### config.mk
export PLATFORM = sky130hd
export DESIGN_NAME = dds_sweep_ctrl
export DESIGN_NICKNAME = d
export VERILOG_FILES = /design/src/rtl/dds_ctrl_pkg.sv /design/src/rtl/sweep_dwell_timer.sv /design/src/rtl/dds_sweep_ctrl.sv
export SDC_FILE = /design/constraint.sdc
export NUM_CORES = 1
export LEC_CHECK = 0
export BUFFER_PORTS_ARGS = -buffer_cell sky130_fd_sc_hd__buf_4
export CAP_MARGIN = 5
export CORE_MARGIN = 1
export CORE_UTILIZATION = 56
export DETAILED_ROUTE_END_ITERATION = 10
export PLACE_DENSITY = 0.79
export SYNTH_ARGS = -nofsm -noshare
export SYNTH_HDL_FRONTEND = slang
export SYNTH_HIERARCHICAL = 1
export SYNTH_SLANG_ARGS = --single-unit
### constraint.sdc
create_clock -name i_clk -period 6.34 [get_ports i_clk]
set_input_delay 0.634 -clock i_clk [delete_from_list [all_inputs] [get_ports i_clk]]
set_output_delay 0.634 -clock i_clk [all_outputs]
set_load 0.1 [all_outputs]
### src/rtl/dds_ctrl_pkg.sv
`default_nettype none
// ============================================================================
//  Module   : dds_ctrl_pkg
//  Brief    : Shared types, mode constants and step/clamp arithmetic for the
//             DDS frequency sweep controller.
//  Revision : 1.0 - initial release
// ============================================================================
package dds_ctrl_pkg;

    typedef enum logic [1:0] {
        IDLE  = 2'd0,
        ACK   = 2'd1,
        DWELL = 2'd2,
        DONE  = 2'd3
    } sweep_state_t;

    localparam logic MODE_SINGLE = 1'b0;
    localparam logic MODE_TRI    = 1'b1;

    // Wide enough for any FREQ_W up to 32 plus sign and carry headroom.
    localparam int CALC_W = 34;

    function automatic logic signed [CALC_W-1:0] add_clamp(
        input logic signed [CALC_W-1:0] base,
        input logic signed [CALC_W-1:0] step,
        input logic signed [CALC_W-1:0] lo,
        input logic signed [CALC_W-1:0] hi
    );
        logic signed [CALC_W-1:0] sum;
        logic signed [CALC_W-1:0] res;
        sum = base + step;
        res = sum;
        if (sum < lo) begin
            res = lo;
        end else if (sum > hi) begin
            res = hi;
        end
        return res;
    endfunction

endpackage
`default_nettype wire

### src/rtl/sweep_dwell_timer.sv
`default_nettype none
// ============================================================================
//  Module   : sweep_dwell_timer
//  Brief    : Enable-gated dwell counter with clear; pulses o_tc on the last
//             cycle of the dwell period (a dwell of 0 behaves as 1).
//  Revision : 1.0 - initial release
// ============================================================================
module sweep_dwell_timer #(
    parameter int DWELL_W = 16
) (
    input  logic               i_clk,
    input  logic               i_rst_n,
    input  logic               i_clr,
    input  logic               i_en,
    input  logic [DWELL_W-1:0] i_dwell,
    output logic               o_tc
);

    logic [DWELL_W-1:0] r_count;
    logic [DWELL_W-1:0] w_last;

    assign w_last = (i_dwell == '0) ? '0 : (i_dwell - 1'b1);
    assign o_tc   = i_en && (r_count == w_last);

    always_ff @(posedge i_clk or negedge i_rst_n) begin
        if (!i_rst_n) begin
            r_count <= '0;
        end else if (i_clr) begin
            r_count <= '0;
        end else if (i_en) begin
            r_count <= o_tc ? '0 : (r_count + 1'b1);
        end
    end

endmodule
`default_nettype wire

### src/rtl/dds_sweep_ctrl.sv
`default_nettype none
// ============================================================================
//  Module   : dds_sweep_ctrl
//  Brief    : Walks the NCO frequency word between latched bounds, one signed
//             step per dwell period, handing each word over valid/ready.
//  Revision : 1.0 - initial release
// ============================================================================
module dds_sweep_ctrl
    import dds_ctrl_pkg::*;
#(
    parameter int SIZE_VALUE = 7,
    parameter int FREQ_W     = 16,
    parameter int DWELL_W    = 16
) (
    input  logic                         i_clk,
    input  logic                         i_rst_n,
    input  logic                         i_en,
    input  logic                         i_start,
    input  logic                         i_stop,
    input  logic                         i_mode,
    input  logic signed [SIZE_VALUE:0]   i_step,
    input  logic        [FREQ_W-1:0]     i_f_min,
    input  logic        [FREQ_W-1:0]     i_f_max,
    input  logic        [DWELL_W-1:0]    i_dwell,
    output logic        [FREQ_W-1:0]     o_fword,
    output logic                         o_fword_vld,
    input  logic                         i_fword_rdy,
    output logic                         o_busy,
    output logic                         o_done,
    output logic                         o_err
);

    localparam int EXT_W  = CALC_W - FREQ_W;
    localparam int STEP_X = CALC_W - SIZE_VALUE - 1;

    sweep_state_t              r_state;
    logic        [FREQ_W-1:0]  r_fword;
    logic        [FREQ_W-1:0]  r_f_min;
    logic        [FREQ_W-1:0]  r_f_max;
    logic signed [SIZE_VALUE:0] r_step;
    logic        [DWELL_W-1:0] r_dwell;
    logic                      r_mode;
    logic                      r_dir_down;
    logic                      r_vld;
    logic                      r_done;
    logic                      r_err;

    logic signed [CALC_W-1:0]  w_base;
    logic signed [CALC_W-1:0]  w_lo;
    logic signed [CALC_W-1:0]  w_hi;
    logic signed [CALC_W-1:0]  w_step_ext;
    logic signed [CALC_W-1:0]  w_eff_step;
    logic signed [CALC_W-1:0]  w_sum;
    logic        [FREQ_W-1:0]  w_next;
    logic        [FREQ_W-1:0]  w_term;
    logic                      w_reversed;
    logic                      w_flip;
    logic                      w_finish;
    logic                      w_accept;
    logic                      w_tmr_en;
    logic                      w_tc;

    // Bounds are unsigned words, so zero-extend them; the step keeps its sign.
    assign w_base     = {{EXT_W{1'b0}}, r_fword};
    assign w_lo       = {{EXT_W{1'b0}}, r_f_min};
    assign w_hi       = {{EXT_W{1'b0}}, r_f_max};
    assign w_step_ext = {{STEP_X{r_step[SIZE_VALUE]}}, r_step};

    // Travel direction that differs from the step's own sign walks it backwards.
    assign w_reversed = r_dir_down ^ r_step[SIZE_VALUE];
    assign w_eff_step = w_reversed ? -w_step_ext : w_step_ext;
    assign w_sum      = add_clamp(w_base, w_eff_step, w_lo, w_hi);
    assign w_next     = w_sum[FREQ_W-1:0];
    assign w_flip     = (r_mode == MODE_TRI) && (w_sum == (r_dir_down ? w_lo : w_hi));

    assign w_term     = r_dir_down ? r_f_min : r_f_max;
    assign w_finish   = (r_step == '0) || ((r_mode == MODE_SINGLE) && (r_fword == w_term));
    assign w_accept   = (r_state == ACK) && i_fword_rdy;
    assign w_tmr_en   = i_en && (r_state == DWELL);

    sweep_dwell_timer #(
        .DWELL_W (DWELL_W)
    ) u_dwell_timer (
        .i_clk   (i_clk),
        .i_rst_n (i_rst_n),
        .i_clr   (w_accept),
        .i_en    (w_tmr_en),
        .i_dwell (r_dwell),
        .o_tc    (w_tc)
    );

    always_ff @(posedge i_clk or negedge i_rst_n) begin
        if (!i_rst_n) begin
            r_state    <= IDLE;
            r_fword    <= '0;
            r_f_min    <= '0;
            r_f_max    <= '0;
            r_step     <= '0;
            r_dwell    <= '0;
            r_mode     <= MODE_SINGLE;
            r_dir_down <= 1'b0;
            r_vld      <= 1'b0;
            r_done     <= 1'b0;
            r_err      <= 1'b0;
        end else begin
            r_done <= 1'b0;
            r_err  <= 1'b0;
            if (i_stop) begin
                // Abort leaves the last word in place; the NCO keeps its own copy.
                r_state <= IDLE;
                r_vld   <= 1'b0;
            end else begin
                case (r_state)
                    IDLE: begin
                        if (i_start && i_en) begin
                            if (i_f_min > i_f_max) begin
                                r_err <= 1'b1;
                            end else begin
                                r_f_min    <= i_f_min;
                                r_f_max    <= i_f_max;
                                r_step     <= i_step;
                                r_dwell    <= i_dwell;
                                r_mode     <= i_mode;
                                r_dir_down <= i_step[SIZE_VALUE];
                                r_fword    <= i_step[SIZE_VALUE] ? i_f_max : i_f_min;
                                r_vld      <= 1'b1;
                                r_state    <= ACK;
                            end
                        end
                    end
                    ACK: begin
                        if (i_fword_rdy) begin
                            r_vld <= 1'b0;
                            if (w_finish) begin
                                r_done  <= 1'b1;
                                r_state <= DONE;
                            end else begin
                                r_state <= DWELL;
                            end
                        end
                    end
                    DWELL: begin
                        if (w_tc) begin
                            r_fword <= w_next;
                            r_vld   <= 1'b1;
                            r_state <= ACK;
                            if (w_flip) begin
                                r_dir_down <= ~r_dir_down;
                            end
                        end
                    end
                    DONE: begin
                        r_state <= IDLE;
                    end
                    default: begin
                        r_state <= IDLE;
                        r_vld   <= 1'b0;
                    end
                endcase
            end
        end
    end

    assign o_fword     = r_fword;
    assign o_fword_vld = r_vld;
    assign o_busy      = (r_state != IDLE);
    assign o_done      = r_done;
    assign o_err       = r_err;

endmodule
`default_nettype wire

==> impl_results.rst <==
.. list-table::
   :header-rows: 1

   * - Metric
     - Value
   * - Biggest cell delay along the critical path
     - 0.53 ns
   * - Buffers & Inverters on Critical Path
     - 0
   * - Count of pins on the block boundary
     - 83
   * - Core Footprint
     - 15900 µm²
   * - Vias in the first global route
     - 8191
   * - Multi-input combinational cell area
     - 6230 µm²
   * - CP max-delay cell
     - sky130_fd_sc_hd__o21ai_0
   * - Commonest non-fill, non-tap cell in the layout
     - sky130_fd_sc_hd__buf_4
   * - Synth Area in Compound Gates
     - 0.229
   * - Post-synthesis share of cell area spent on and, or, nand and nor gates
     - 0.199
   * - Number of distinct library cell variants in the gate-level netlist after synthesis
     - 91
   * - Number of cell instances on the worst register-to-register path
     - 21
   * - Area of the die
     - 16800 µm²
   * - Final core utilization
     - 0.645
   * - Min Clock Period, post-route
     - 6.09 ns
   * - Total global routing track utilization
     - 0.356
   * - DRC violations left
     - 0
   * - Number of enable flip-flop cells after synthesis
     - 0
   * - MaxCap Viol Count
     - 0
   * - Max_slew headroom
     - 0.378
   * - Post-Synth Adder-Cell Area
     - 0.0928
   * - Wire length of the first global-routing pass
     - 45200 µm
   * - Number of nets in the layout
     - 1250
   * - Largest net degree at the start of global routing
     - 73
   * - Number of sinks on the clock net
     - 95
   * - Count of buffers from port buffering
     - 82
   * - Post-synthesis to final-layout area growth
     - 12.4%
   * - Family with the most delay on the worst path
     - compound AO/OA/AOI/OAI gates
   * - Post-synthesis instance area
     - 9120 µm²
   * - CP Depth
     - 21
   * - Number of antenna diodes
     - 0
   * - Number of nets produced by synthesis
     - 1189
   * - Detailed placement HPWL
     - 22300 µm
   * - Sequential element share of the synthesized area
     - 0.261
   * - Synthesized instance count
     - 1059
   * - Launching instance or port of the critical path
     - r_step[1]
   * - Clock skew
     - 0.00897 ns
   * - Class of the worst hold path
     - in2async
   * - Worst EP required
     - 6.62 ns
   * - Filler cell count in the final layout
     - 1408
   * - Detailed Routing Iterations Pass 1
     - 5
   * - Chain of cells forming the critical path
     - nor2_1 -> nand3_1 -> mux2_2 -> ha_1 -> and4_1 -> and3_1 -> o21ai_1 -> a31o_2 -> a311o_1 -> ha_1 -> and3_1 -> nand4_1 -> a311oi_1 -> nor3_1 -> o211ai_2 -> nand2_2 -> o21ai_0 -> a22oi_1 -> o2111a_1 -> a41o_1 -> o211ai_2
   * - Share of async-settable or async-resettable flops after synthesis
     - 1.00
   * - Number of DRC markers after the initial detailed-route iteration
     - 881
   * - Starting utilization of the core area
     - 0.574
   * - Category of the worst setup path capture point
     - register
   * - Fmax
     - 164 MHz
   * - Share of final-layout standard cells stronger than drive strength 1
     - 0.195
   * - Number of nets still failing antenna checks after routing
     - 0
   * - Avg Cell Area, Syn
     - 8.61 µm²
   * - Final max-slew violation count
     - 0
   * - Yosys warning count
     - 6
   * - Number of storage elements in the synthesis netlist
     - 95
   * - Largest family of logic cells by synthesized area
     - compound AO/OA/AOI/OAI gates
   * - CTS HTree Levels
     - 3
   * - Endpoint of the worst register-to-register path
     - r_dir_down
   * - Slew at the pin closest to its max-slew limit
     - 0.931 ns
   * - Leftover overflow at the end of global routing
     - 0
   * - Area taken by flip-flops and latches
     - 2380 µm²
   * - CTS hold repair buffers
     - 0
   * - Fin. Hold Viols
     - 0
   * - Data arrival time of the critical path
     - 6.37 ns
   * - Startpoint type of the worst setup path
     - register
   * - Multiplexer area fraction after synthesis
     - 0.0958
   * - Share of the synthesized netlist area taken by xor and xnor gates
     - 0.0620
   * - Cts bufs inserted
     - 9
   * - Antenna violations before repair
     - 0
   * - CTS tree
     - done
   * - Placer congestion estimate
     - 1.00
   * - Most used cells in the layout excluding fill and tap cells
     - sky130_fd_sc_hd__buf_4, sky130_fd_sc_hd__dfrtp_1, sky130_fd_sc_hd__inv_1, sky130_fd_sc_hd__nand2_1, sky130_fd_sc_hd__ha_1
   * - Vertical extent of the die
     - 130 µm
   * - Capture point of the critical path
     - r_dir_down
   * - Clock Path Buffers
     - 2
   * - Clock-pin slew of the registers on the worst-case setup and hold paths
     - 0.07 ns
   * - Reg-to-reg startpoint
     - r_step[1]
   * - Detail-routed net length per standard cell
     - 21.7 µm
   * - Most common flop cell mapped by yosys
     - sky130_fd_sc_hd__dfrtp_1
   * - Clk Latency, worst-skew pair
     - 0.37 ns
   * - Final setup vio count
     - 0
   * - Status
     - complete, no violations
   * - Via Count
     - 8691
   * - Detailed Route WL
     - 29100 µm
   * - Final critical-path share of the clock period
     - 0.960
   * - Vias per cell
     - 6.49
   * - Total number of placement rows
     - 46
   * - Worst setup path class
     - reg2reg
   * - Die span in x
     - 130 µm
   * - Largest driver fanout on the critical path
     - 19
   * - R2r setup slk
     - 0.25 ns
   * - Clk root buf
     - sky130_fd_sc_hd__clkbuf_16
[per-layer routing]
metal	share of wire	track usage	wire length [µm]	vias up
met1	0.41	0.442	12000	4156
met2	0.48	0.604	14000	380
met5	0	0	0	-
li1	-	-	-	4059
met3	0.057	0.0429	1660	96
met4	0.048	0.191	1400	0
[worst min path at each step]
stage / end / slack [ns] / cells after the start
after floorplan: o_done / 0.34 / 0
after global placement: r_f_max[7] / 0.54 / 2
after detailed placement: r_f_max[7] / 0.55 / 2
after CTS: o_err / 0.25 / 1
after global routing: o_err / 0.27 / 1
final: o_err / 0.23 / 1
[cell families after synthesis]
group / Yosys count
AO/OA/AOI/OAI: 299
multiplexers: 81
AND/OR/NAND/NOR: 320
adder cells (fa/ha/maj): 67
buffers and inverters: 134
flip-flops: 95
XOR/XNOR: 63
[sequential cells by signal, indices dropped and copies added (netlist names)]
register / flops
o_fword: 16
r_dwell: 16
r_f_max: 16
r_f_min: 16
u_dwell_timer/r_count: 16
r_step: 8
r_state: 2
o_done: 1
o_err: 1
o_fword_vld: 1
r_dir_down: 1
r_mode: 1
[cells in the mapped netlist, types with 26 or more instances]
cell | number | share of area
sky130_fd_sc_hd__clkbuf_1 | 26 | 0.011
sky130_fd_sc_hd__xor2_1 | 31 | 0.030
sky130_fd_sc_hd__a21oi_1 | 51 | 0.028
sky130_fd_sc_hd__dfrtp_1 | 95 | 0.26
sky130_fd_sc_hd__o21ai_0 | 58 | 0.032
sky130_fd_sc_hd__ha_1 | 66 | 0.091
sky130_fd_sc_hd__mux2_2 | 50 | 0.062
sky130_fd_sc_hd__o211ai_1 | 28 | 0.023
sky130_fd_sc_hd__inv_1 | 80 | 0.033
sky130_fd_sc_hd__nor2_1 | 49 | 0.020
sky130_fd_sc_hd__xnor2_1 | 31 | 0.030
sky130_fd_sc_hd__nand2_1 | 80 | 0.033
sky130_fd_sc_hd__mux2i_1 | 31 | 0.034
[worst reg2reg max path: stages, from the launching register on]
cell	delay, ns
sky130_fd_sc_hd__dfrtp_1	0.42
sky130_fd_sc_hd__nor2_1	0.40
sky130_fd_sc_hd__nand3_1	0.15
sky130_fd_sc_hd__mux2_2	0.29
sky130_fd_sc_hd__ha_1	0.41
sky130_fd_sc_hd__and4_1	0.28
sky130_fd_sc_hd__and3_1	0.17
sky130_fd_sc_hd__o21ai_1	0.16
sky130_fd_sc_hd__a31o_2	0.30
sky130_fd_sc_hd__a311o_1	0.41
sky130_fd_sc_hd__ha_1	0.32
sky130_fd_sc_hd__and3_1	0.19
sky130_fd_sc_hd__nand4_1	0.20
sky130_fd_sc_hd__a311oi_1	0.32
sky130_fd_sc_hd__nor3_1	0.11
sky130_fd_sc_hd__o211ai_2	0.21
sky130_fd_sc_hd__nand2_2	0.32
sky130_fd_sc_hd__o21ai_0	0.54
sky130_fd_sc_hd__a22oi_1	0.17
sky130_fd_sc_hd__o2111a_1	0.32
sky130_fd_sc_hd__a41o_1	0.25
sky130_fd_sc_hd__o211ai_2	0.08
[timing repair]
item | CTS | global route
buffers inserted | 0 | 2
endpoints found under the hold margin | 0 | 0
endpoints found under the setup margin | 0 | 2
gates resized for setup | 0 | 6
[area by class of cell]
type,count,area share
clock buffer,11,0.0237
clock inverter,4,0.00525
inverter,81,0.0297
multi-input combinational,830,0.608
sequential,95,0.232
tap,216,0.0264
timing repair buffer,103,0.0754
[metrics by stage]
step	hold slack [ns]	cell area (µm²)	TNS, ns	setup WS (ns)	cells
3_5_place_dp	0.551	9910	0	0.175	1323
4_1_cts	0.251	10200	0	0.121	1338
6_report	0.232	10300	0	0.251	1340
3_3_place_gp	0.540	9910	0	0.423	1323
2_1_floorplan	0.338	9120	0	0.352	1059
5_1_grt	0.271	10300	-0.0205	-0.0205	1340
Power is left out: the tool's default activity adds up to more than one toggle a clock period on the data nets, which glitch-free logic cannot reach.
